## src/rtl/regfile_dump_reader_if.sv

```systemverilog
// Output stream bundle of regfile_dump_reader: one register value per beat.
// With REGFILE_DUMP_PARITY_EN defined, each beat also carries its even parity bit.
interface regfile_dump_reader_if;
  logic        out_valid;
  logic        out_ready;
  logic [31:0] out_data;
  logic [4:0]  out_idx;
  logic        out_last;
`ifdef REGFILE_DUMP_PARITY_EN
  logic        out_par;
`endif

  modport master (
    output out_valid,
    output out_data,
    output out_idx,
    output out_last,
`ifdef REGFILE_DUMP_PARITY_EN
    output out_par,
`endif
    input  out_ready
  );

  modport slave (
    input  out_valid,
    input  out_data,
    input  out_idx,
    input  out_last,
`ifdef REGFILE_DUMP_PARITY_EN
    input  out_par,
`endif
    output out_ready
  );
endinterface

```

## src/rtl/regfile_dump_reader.sv

```systemverilog
// Sweeps a register range through the file's two read ports, buffers up to two words per
// cycle and streams them out one per beat. Optional parity: define REGFILE_DUMP_PARITY_EN.
module regfile_dump_reader #(
  parameter int DEPTH   = 4,
  parameter bit ZERO_X0 = 1'b1
) (
  input  logic                  clk,
  input  logic                  srst,
  input  logic                  start,
  input  logic                  abort,
  input  logic [4:0]            first_idx,
  input  logic [4:0]            last_idx,
  output logic [4:0]            rf_a1,
  output logic [4:0]            rf_a2,
  input  logic [31:0]           rf_rd1,
  input  logic [31:0]           rf_rd2,
  input  logic                  wb_we,
  input  logic [4:0]            wb_addr,
  input  logic [31:0]           wb_data,
`ifdef REGFILE_DUMP_PARITY_EN
  input  logic                  chk_par,
`endif
  regfile_dump_reader_if.master out,
  output logic                  busy,
  output logic                  done,
  output logic                  err
);

  localparam int AW = $clog2(DEPTH);
`ifdef REGFILE_DUMP_PARITY_EN
  localparam int EW = 39;
`else
  localparam int EW = 38;
`endif

  typedef enum logic [1:0] {
    IDLE  = 2'd0,
    READ  = 2'd1,
    DRAIN = 2'd2
  } state_t;

  state_t state_reg, state_next;

  // cur is one bit wider than an index so a sweep ending at 31 cannot wrap back to 0
  logic [5:0]    cur_reg;
  logic [4:0]    end_reg;
  logic [5:0]    cur_p1;
  logic [4:0]    idx0, idx1;
  logic          last0, last1, has_second, sweep_end;
  logic [31:0]   val0, val1;
  logic [EW-1:0] word0, word1;

  logic [EW-1:0] mem [DEPTH];
  logic [AW-1:0] wptr_reg, rptr_reg, wptr_p1;
  logic [AW:0]   count_reg, count_next;
  logic [AW:0]   free_slots;
  logic [AW:0]   push_cnt;
  logic [DEPTH-1:0] we0, we1;
  logic [EW-1:0] head;

  logic start_ok, range_ok, can_capture, pop;
  logic par_err, err_reg;

  assign range_ok   = (first_idx <= last_idx);
  assign start_ok   = (state_reg == IDLE) && start && !abort;
  assign free_slots = (AW+1)'(DEPTH) - count_reg;
  assign wptr_p1    = wptr_reg + AW'(1);

  // ---------------------------------------------------------------- capture path
  always_comb begin
    cur_p1     = cur_reg + 6'd1;
    idx0       = cur_reg[4:0];
    idx1       = cur_p1[4:0];
    last0      = (cur_reg == {1'b0, end_reg});
    last1      = (cur_p1 == {1'b0, end_reg});
    has_second = (cur_p1 <= {1'b0, end_reg});
    sweep_end  = last0 || last1;
    can_capture = (state_reg == READ) && (free_slots >= (AW+1)'(2)) && !abort;

    // Snooping writeback makes each reported value the post-write value of its capture cycle
    if (ZERO_X0 && (idx0 == 5'd0)) begin
      val0 = 32'd0;
    end else if (wb_we && (wb_addr == idx0)) begin
      val0 = wb_data;
    end else begin
      val0 = rf_rd1;
    end

    if (ZERO_X0 && (idx1 == 5'd0)) begin
      val1 = 32'd0;
    end else if (wb_we && (wb_addr == idx1)) begin
      val1 = wb_data;
    end else begin
      val1 = rf_rd2;
    end

    if (!can_capture) begin
      push_cnt = '0;
    end else if (has_second) begin
      push_cnt = (AW+1)'(2);
    end else begin
      push_cnt = (AW+1)'(1);
    end
  end

`ifdef REGFILE_DUMP_PARITY_EN
  assign word0   = {val0, idx0, last0, ^val0};
  assign word1   = {val1, idx1, last1, ^val1};
  assign par_err = can_capture && (chk_par != ^val0);
`else
  assign word0   = {val0, idx0, last0};
  assign word1   = {val1, idx1, last1};
  assign par_err = 1'b0;
`endif

  always_ff @(posedge clk) begin
    if (srst) begin
      cur_reg <= '0;
      end_reg <= '0;
    end else if (start_ok && range_ok) begin
      cur_reg <= {1'b0, first_idx};
      end_reg <= last_idx;
    end else if (can_capture) begin
      cur_reg <= cur_reg + 6'd2;
    end
  end

  // ---------------------------------------------------------------- output FIFO
  // Two write slots per cycle: word0 at wptr, word1 at wptr+1
  generate
    for (genvar gi = 0; gi < DEPTH; gi++) begin : g_entry
      assign we0[gi] = can_capture && (wptr_reg == AW'(gi));
      assign we1[gi] = can_capture && has_second && (wptr_p1 == AW'(gi));

      always_ff @(posedge clk) begin
        if (srst) begin
          mem[gi] <= '0;
        end else if (we0[gi]) begin
          mem[gi] <= word0;
        end else if (we1[gi]) begin
          mem[gi] <= word1;
        end
      end
    end
  endgenerate

  assign pop        = out.out_valid && out.out_ready;
  assign count_next = count_reg + push_cnt - (AW+1)'(pop);

  always_ff @(posedge clk) begin
    if (srst || abort) begin
      count_reg <= '0;
      wptr_reg  <= '0;
      rptr_reg  <= '0;
    end else begin
      count_reg <= count_next;
      wptr_reg  <= wptr_reg + push_cnt[AW-1:0];
      if (pop) begin
        rptr_reg <= rptr_reg + AW'(1);
      end
    end
  end

  assign head         = mem[rptr_reg];
  assign out.out_data = head[EW-1 -: 32];
  assign out.out_idx  = head[EW-33 -: 5];
  assign out.out_last = head[EW-38];
`ifdef REGFILE_DUMP_PARITY_EN
  assign out.out_par  = head[0];
`endif

  always_ff @(posedge clk) begin
    if (srst) begin
      err_reg <= 1'b0;
    end else begin
      err_reg <= (start_ok && !range_ok) || par_err;
    end
  end

  assign err = err_reg;

  // ---------------------------------------------------------------- FSM
  always_ff @(posedge clk) begin
    if (srst) begin
      state_reg <= IDLE;
    end else begin
      state_reg <= state_next;
    end
  end

  always_comb begin
    state_next = state_reg;
    if (abort) begin
      state_next = IDLE;
    end else begin
      case (state_reg)
        IDLE: begin
          if (start && range_ok) begin
            state_next = READ;
          end
        end
        READ: begin
          if (can_capture && sweep_end) begin
            state_next = DRAIN;
          end
        end
        DRAIN: begin
          if (count_reg == '0) begin
            state_next = IDLE;
          end
        end
        default: state_next = IDLE;
      endcase
    end
  end

  always_comb begin
    rf_a1         = 5'd0;
    rf_a2         = 5'd0;
    busy          = (state_reg != IDLE);
    done          = (state_reg == DRAIN) && (count_reg == '0) && !abort && !srst;
    out.out_valid = (count_reg != '0);
    if (state_reg == READ) begin
      rf_a1 = idx0;
      rf_a2 = idx1;
    end
  end

endmodule

```

## src/flat_wrapper.sv

```systemverilog
// flat-port wrapper written by rule: the top's interface ports become plain ports
module regfile_dump_reader_flat 
#(
  parameter int DEPTH   = 4,
  parameter bit ZERO_X0 = 1'b1
)
  (clk, srst, start, abort, first_idx, last_idx, rf_a1, rf_a2, rf_rd1, rf_rd2, wb_we, wb_addr, wb_data, busy, done, err, out_out_valid, out_out_data, out_out_idx, out_out_last, out_out_ready);
  regfile_dump_reader_if out_i ();
  input  logic clk;
  input  logic srst;
  input  logic start;
  input  logic abort;
  input  logic [4:0] first_idx;
  input  logic [4:0] last_idx;
  output logic [4:0] rf_a1;
  output logic [4:0] rf_a2;
  input  logic [31:0] rf_rd1;
  input  logic [31:0] rf_rd2;
  input  logic wb_we;
  input  logic [4:0] wb_addr;
  input  logic [31:0] wb_data;
  output logic busy;
  output logic done;
  output logic err;
  output wire logic [$bits(out_i.out_valid)-1:0] out_out_valid;
  output wire logic [$bits(out_i.out_data)-1:0] out_out_data;
  output wire logic [$bits(out_i.out_idx)-1:0] out_out_idx;
  output wire logic [$bits(out_i.out_last)-1:0] out_out_last;
  input wire logic [$bits(out_i.out_ready)-1:0] out_out_ready;
  assign out_out_valid = out_i.out_valid;
  assign out_out_data = out_i.out_data;
  assign out_out_idx = out_i.out_idx;
  assign out_out_last = out_i.out_last;
  assign out_i.out_ready = out_out_ready;
  regfile_dump_reader #(.DEPTH(DEPTH), .ZERO_X0(ZERO_X0)) u_core (.clk(clk), .srst(srst), .start(start), .abort(abort), .first_idx(first_idx), .last_idx(last_idx), .rf_a1(rf_a1), .rf_a2(rf_a2), .rf_rd1(rf_rd1), .rf_rd2(rf_rd2), .wb_we(wb_we), .wb_addr(wb_addr), .wb_data(wb_data), .out(out_i), .busy(busy), .done(done), .err(err));
endmodule
```

## config.mk

```make
export PLATFORM = sky130hd
export DESIGN_NAME = regfile_dump_reader_flat
export DESIGN_NICKNAME = d
export VERILOG_FILES = /design/src/rtl/regfile_dump_reader_if.sv /design/src/rtl/regfile_dump_reader.sv /design/src/flat_wrapper.sv
export SDC_FILE = /design/constraint.sdc
export NUM_CORES = 1
export LEC_CHECK = 0
export CAP_MARGIN = 20
export CORE_MARGIN = 1.5
export CORE_UTILIZATION = 54
export DETAILED_ROUTE_END_ITERATION = 16
export PLACE_DENSITY = 0.81
export SYNTH_ARGS = -nofsm -noshare
export SYNTH_HDL_FRONTEND = slang
export SYNTH_SLANG_ARGS = --single-unit
```

## constraint.sdc

```tcl
create_clock -name clk -period 8.6 [get_ports clk]
set_clock_uncertainty 0.05 [all_clocks]
set_input_delay 2.58 -clock clk [delete_from_list [all_inputs] [get_ports clk]]
set_output_delay 2.58 -clock clk [all_outputs]
set_load 0.01 [all_outputs]
```

==> impl_metrics.ini, run 1 <==
[run_status]
outcome = finished clean

[clocking]
ctsResizeCount = 0
cts-root-buf = clkbuf_16
cts_buffer_depth = 2
cts_inserted_buffers = 17
cts_hold_buf = 0
clk_latency_ns = 0.44
htreeDepth = 4
clkTransAtPathRegs_ns = 0.06
clock_sinks = 175
post-cts-setup-buffers = 0
cts_tree = done

[timing]
rsz0062_at_grt = false
fmax_mhz = 140.6
min_period_ns = 7.112
worstMarginPinSlew_ns = 1.092
hold_viol = 0
slew_headroom = 0.2711
finalSetupTns_ns = 0
worst_slack_ns = 1.488
setup_viol = 0
report.final.slew_viol_count = 0
fin_crit_sh = 0.8270

[worst_setup_path]
critPathMaxFanout = 13
start_kind = input port
crit_arrival_ns = 4.48
critical_path_required_ns = 5.97
end_kind = output pin
worstSetupPathType = input port to output pin

[route]
wl_per_cell_um = 22.92
ant_nets = 0
routed_wl_mm = 26.45
routed_via_density = 6.620
drt_iter0_drc = 918
vias = 7639
drc = 0
dr.pass1.iters = 6

[synthesis]
synth-simple-area-share = 0.05695
synth_area_sq_um = 9842
synth_top_area_cell = edfxtp_1
synth_top_area_share = 0.4638
ys_top_cells_by_area = edfxtp_1 46%, o22ai_1 9.2%, mux4_2 8.7%
synthArstFlopShare = 0
synth_edf_count = 152
synth_top_family_by_area = compound AO/OA/AOI/OAI gates
synth_seq_cells = 175
syn_nets = 922
seq_area_frac_synth = 0.5106
synthMuxAreaShare = 0.1635
ys_types = 56
synthFlopType = edfxtp_1
synth_adder_area_share = 0.02873
synth_compound_area_frac = 0.1707
syn_area_per_cell_sq_um = 12.57
synth_xor_area_frac = 0.02428
syn_inst = 783
ys_warn_count = 0

[power_and_ir_drop]
p_leak_nw = 4.197
internal_power_mw = 1.612
power_density_nw_per_um2 = 170.9
switchingPower_uw = 490.4
p_seq_frac = 0.463
comb_power_share = 0.143
vdd_drop_max_mv = 0.1551
p_sw_frac = 0.2332
p_total_mw = 2.103
p_clk_frac = 0.394

[floorplanning]
die_w_um = 138.0
coreArea_sq_um = 17900
fp.dieH_um = 138.0
die_area_sq_um = 19050
num_io_pins = 169
row_count = 49
initial_utilization = 0.5498

[final_layout]
final_area_sq_um = 12300
syn_to_final_growth_pct = 25.02
largest_reg_flops = 152
drive_above_1_share = 0.1384
diodes = 0
finish.net_count = 1052

[grt]
track_usage = 0.2792
grt_pass1_vias = 7676
antenna_found_initial = 0
overflow = 0
grt_pass1_wl_mm = 41.25
grt_max_degree = 70

[placement]
post-place-ws_ns = 1.473
placed_cell_area_sq_um = 11640
gp_congestion = 0.8288
numPortBuffers = 168
dp_hpwl_mm = 16.15

[flow_run]
drv_cap = 0

[worst_hold_path]
hold_class = flip-flop to flip-flop
metal layers:
layer / wire length (um) / GRT usage / vias to the layer above / share of wire
li1: - / - / 3393 / -
met1: 9891 / 0.3513 / 3695 / 0.37
met2: 13460 / 0.4742 / 477 / 0.51
met3: 2442 / 0.06200 / 74 / 0.092
met4: 656 / 0.1075 / 0 / 0.025
met5: 0 / 0 / - / 0
power groups by stage:
stage               combinational [mW]  clock [mW]  sequential, mW
finish                           0.300       0.829           0.973
global route                     0.324       0.862           0.976
CTS                              0.300       0.823           0.973
detailed placement               0.297           0           0.990
global placement                 0.292           0           0.988
floorplan                        0.173           0           0.983
cell families after synthesis:
kind of cell	after synthesis
buf+inv	97
fa+ha+maj	22
xor+xnor	22
compound gates	258
simple gates	107
mux	102
flops	175
worst max-delay path, stage by stage:
cell and delay [ns]:
clkdlybuf4s50_1 0.63, or2_1 0.45, nor4_1 0.23, clkdlybuf4s50_1 0.59
cell usage after synthesis, types with 19 or more instances:
library cell / instances
mux2i_2: 30
inv_1: 25
nor2_1: 20
nand2_1: 19
nand3_1: 20
ha_1: 21
edfxtp_1: 152
clkbuf_1: 55
a21boi_0: 65
dfxtp_1: 23
mux4_2: 38
o22ai_1: 144
mux2i_1: 34
cell usage in the layout (no fill, tap or decap), types with 3 or more instances in the layout:
master	Yosys	final
and3_1	8	7
ha_1	21	21
clkinv_1	1	4
nor3_1	9	9
buf_12	3	3
and2_1	4	4
nand3_2	0	5
dfxtp_1	23	21
xor2_1	8	8
mux2i_2	30	30
o22ai_1	144	144
xnor2_1	11	10
edfxtp_1	152	152
mux2i_1	34	34
nand3_1	20	15
a21boi_0	65	65
o21ai_0	18	16
nand2b_1	3	3
mux4_2	38	38
nand3b_1	3	3
nand2_1	19	19
buf_4	2	11
clkbuf_16	0	17
bufinv_16	0	5
a21oi_1	17	17
nor2_1	20	20
nor2b_1	5	5
clkdlybuf4s50_1	0	168
inv_1	25	25
worst paths after layout:
path / startpoint / to / slack [ns] / cells after the start
setup / recovery: srst / done / 1.49 / 4
hold / removal: u_core.end_reg[1]$_SDFFE_PP0P_ / u_core.end_reg[1]$_SDFFE_PP0P_ / 0.45 / 2
setup reg to reg: u_core.cur_reg[0]$_SDFFE_PP0P_ / u_core.mem[0][37]$_DFFE_PP_ / 3.83 / 11
hold reg to reg: u_core.end_reg[1]$_SDFFE_PP0P_ / u_core.end_reg[1]$_SDFFE_PP0P_ / 0.45 / 2
layout make-up:
| type | count | area, sq um |
|---|---|---|
| Timing Repair Buffer | 182 | 1824 |
| Fill cell | 1271 | 5598 |
| Clock inverter | 13 | 195.2 |
| Clock buffer | 18 | 429.2 |
| Tap cell | 229 | 286.5 |
| Inverter | 26 | 97.59 |
| Sequential cell | 175 | 5027 |
| Multi-Input combinational cell | 511 | 4444 |
stage by stage:
stage                     hold WS, ns  std cells    util
after floorplan                0.4039        783       -
after global placement         0.4237       1120  0.6491
after detailed placement       0.4406       1121  0.6502
after CTS                      0.4490       1152  0.6851
after global routing           0.4882       1154  0.6873
final                          0.4495       1154  0.6873
No activity file was read; power rests on OpenSTA's default activity.
==> inputs of run 2 (changes only) <==
- clock period: 8.6 -> 7.4 ns (I/O delays scaled with it)
==> run 2 against run 1 <==
Count of clock-buffer cells in the layout increased by 5. Via count increased by 0.52%. Sequential power is 16% higher. Total power up 9.3%. Flip-flop and latch count stayed put. Non-clock buffer count increased by 1. Core utilization shrank 0.46 points. Combinational power grew 17%. Clock power down 2%. Register-to-register slack lost 1.2 ns.
==> impl_metrics.ini, run 2 (synthesized netlist as in run 1, its figures left out) <==
[clocking]
cts_hold_buf = 0
clk_latency_ns = 0.42
htreeDepth = 4
clkTransAtPathRegs_ns = 0.06
cts_inserted_buffers = 17
cts-root-buf = clkbuf_16
clock_sinks = 175
cts_buffer_depth = 2
post-cts-setup-buffers = 0
cts_tree = done
ctsResizeCount = 0

[final_layout]
finish.net_count = 1053
diodes = 0
syn_to_final_growth_pct = 24.18
fillers = 1278
most-common-layout-cells = 168 x clkdlybuf4s50_1, 152 x edfxtp_1, 144 x o22ai_1
final_common_cell = clkdlybuf4s50_1
largest_reg_flops = 152
drive_above_1_share = 0.1402

[worst_setup_path]
crit_arrival_ns = 4.12
start_kind = input port
end_kind = output pin
critPathMaxFanout = 13
r2r-end = u_core.mem[1][0]$_DFFE_PP_
r2r_start = u_core.cur_reg[0]$_SDFFE_PP0P_
r2r_cells = 11
crit_chain = clkdlybuf4s50_1, or2_1, nor4_1, clkdlybuf4s50_1
slowest_delay_ns = 0.64
critical_path_required_ns = 5.13
cpMaxStageDelayCell = clkdlybuf4s50_1
r2r_slack_ns = 2.67
path_common_cell = clkdlybuf4s50_1
worstSetupPathType = input port to output pin

[route]
drt_iter0_drc = 882
dr.pass1.iters = 5
ant_nets = 0
routed_via_density = 6.643
wl_per_cell_um = 22.74
routed_wl_mm = 26.29
vias = 7679
drc = 0

[floorplanning]
die_area_sq_um = 19050
row_count = 49
num_io_pins = 169
die_w_um = 138.0
fp.dieH_um = 138.0
coreArea_sq_um = 17900
initial_utilization = 0.5498

[grt]
overflow = 0
grt_pass1_wl_mm = 40.80
grt_max_degree = 65
track_usage = 0.2728
antenna_found_initial = 0
grt_pass1_vias = 7748

[worst_hold_path]
min_to = u_core.end_reg[0]$_SDFFE_PP0P_
hold_depth = 2
hold_class = flip-flop to flip-flop
hold_path.startpoint = u_core.end_reg[0]$_SDFFE_PP0P_

[placement]
numPortBuffers = 168
dp_hpwl_mm = 16.26
gp_congestion = 0.8359
post-place-ws_ns = 1.053

[timing]
fin_crit_sh = 0.8630
rsz0062_at_grt = false
holdWs_ns = 0.4491
setup_viol = 0
worstMarginPinSlew_ns = 1.069
finalSetupTns_ns = 0
slew_headroom = 0.2863
worst_slack_ns = 1.014
report.final.slew_viol_count = 0
hold_viol = 0
fmax_mhz = 156.6
min_period_ns = 6.386

[flow_run]
drv_cap = 0

[power_and_ir_drop]
power_density_nw_per_um2 = 188.0
p_leak_nw = 4.155
p_total_mw = 2.298
vdd_drop_max_mv = 0.1930

[run_status]
outcome = finished clean
==> run 2: per-stage QoR <==
step,utilization,cells,cell area (sq um)
6_report,0.6827,1156,12220
5_1_grt,0.6827,1156,12220
4_1_cts,0.6796,1153,12170
3_5_place_dp,0.6495,1121,11630
3_3_place_gp,0.6495,1121,11630
2_1_floorplan,-,783,9842
==> run 2: report_power, final <==
group / total, mW / leakage [nW] / internal [mW] / switching [mW]
clock: 0.816 / 0.253 / 0.455 / 0.361
sequential: 1.13 / 1.76 / 1.11 / 0.0215
combinational: 0.350 / 2.14 / 0.172 / 0.178
==> run 2: how the worst max path moves through the flow <==
stage | startpoint | to | cells past startpoint
3_5_place_dp | srst | done | 4
4_1_cts | srst | done | 4
3_3_place_gp | srst | done | 4
5_1_grt | srst | done | 4
2_1_floorplan | abort | u_core.mem[1][0]$_DFFE_PP_ | 3
6_report | srst | done | 4
==> run 2: final cells by class <==
type / count / area, sq um / area share
Sequential cell: 175 / 5027 / 0.4113
Clock buffer: 23 / 478.0 / 0.03911
Inverter: 26 / 97.59 / 0.007985
Multi-Input combinational cell: 511 / 4444 / 0.3636
Clock inverter: 9 / 61.31 / 0.005016
Timing Repair Buffer: 183 / 1827 / 0.1495
Tap cell: 229 / 286.5 / 0.02344
==> run 2: worst max-delay path: cells and delay by family <==
family | cells | cell delay, ns
AND/OR/NAND/NOR | 2 | 0.68
buffers and inverters | 2 | 1.22
==> run 2: routing by layer <==
| metal | track usage | share of wire | up-vias | wire [um] |
|---|---|---|---|---|
| li1 | - | - | 3390 | - |
| met1 | 0.3314 | 0.38 | 3756 | 9903 |
| met2 | 0.4753 | 0.51 | 472 | 13450 |
| met3 | 0.05023 | 0.084 | 61 | 2203 |
| met4 | 0.1230 | 0.028 | 0 | 736 |
| met5 | 0 | 0 | - | 0 |
==> inputs of run 3 (changes only) <==
- HOLD_SLACK_MARGIN: not set -> 0.1
==> results of run 3 <==
Same layout as run 2: the final DEF is identical, and so are final timing and power.
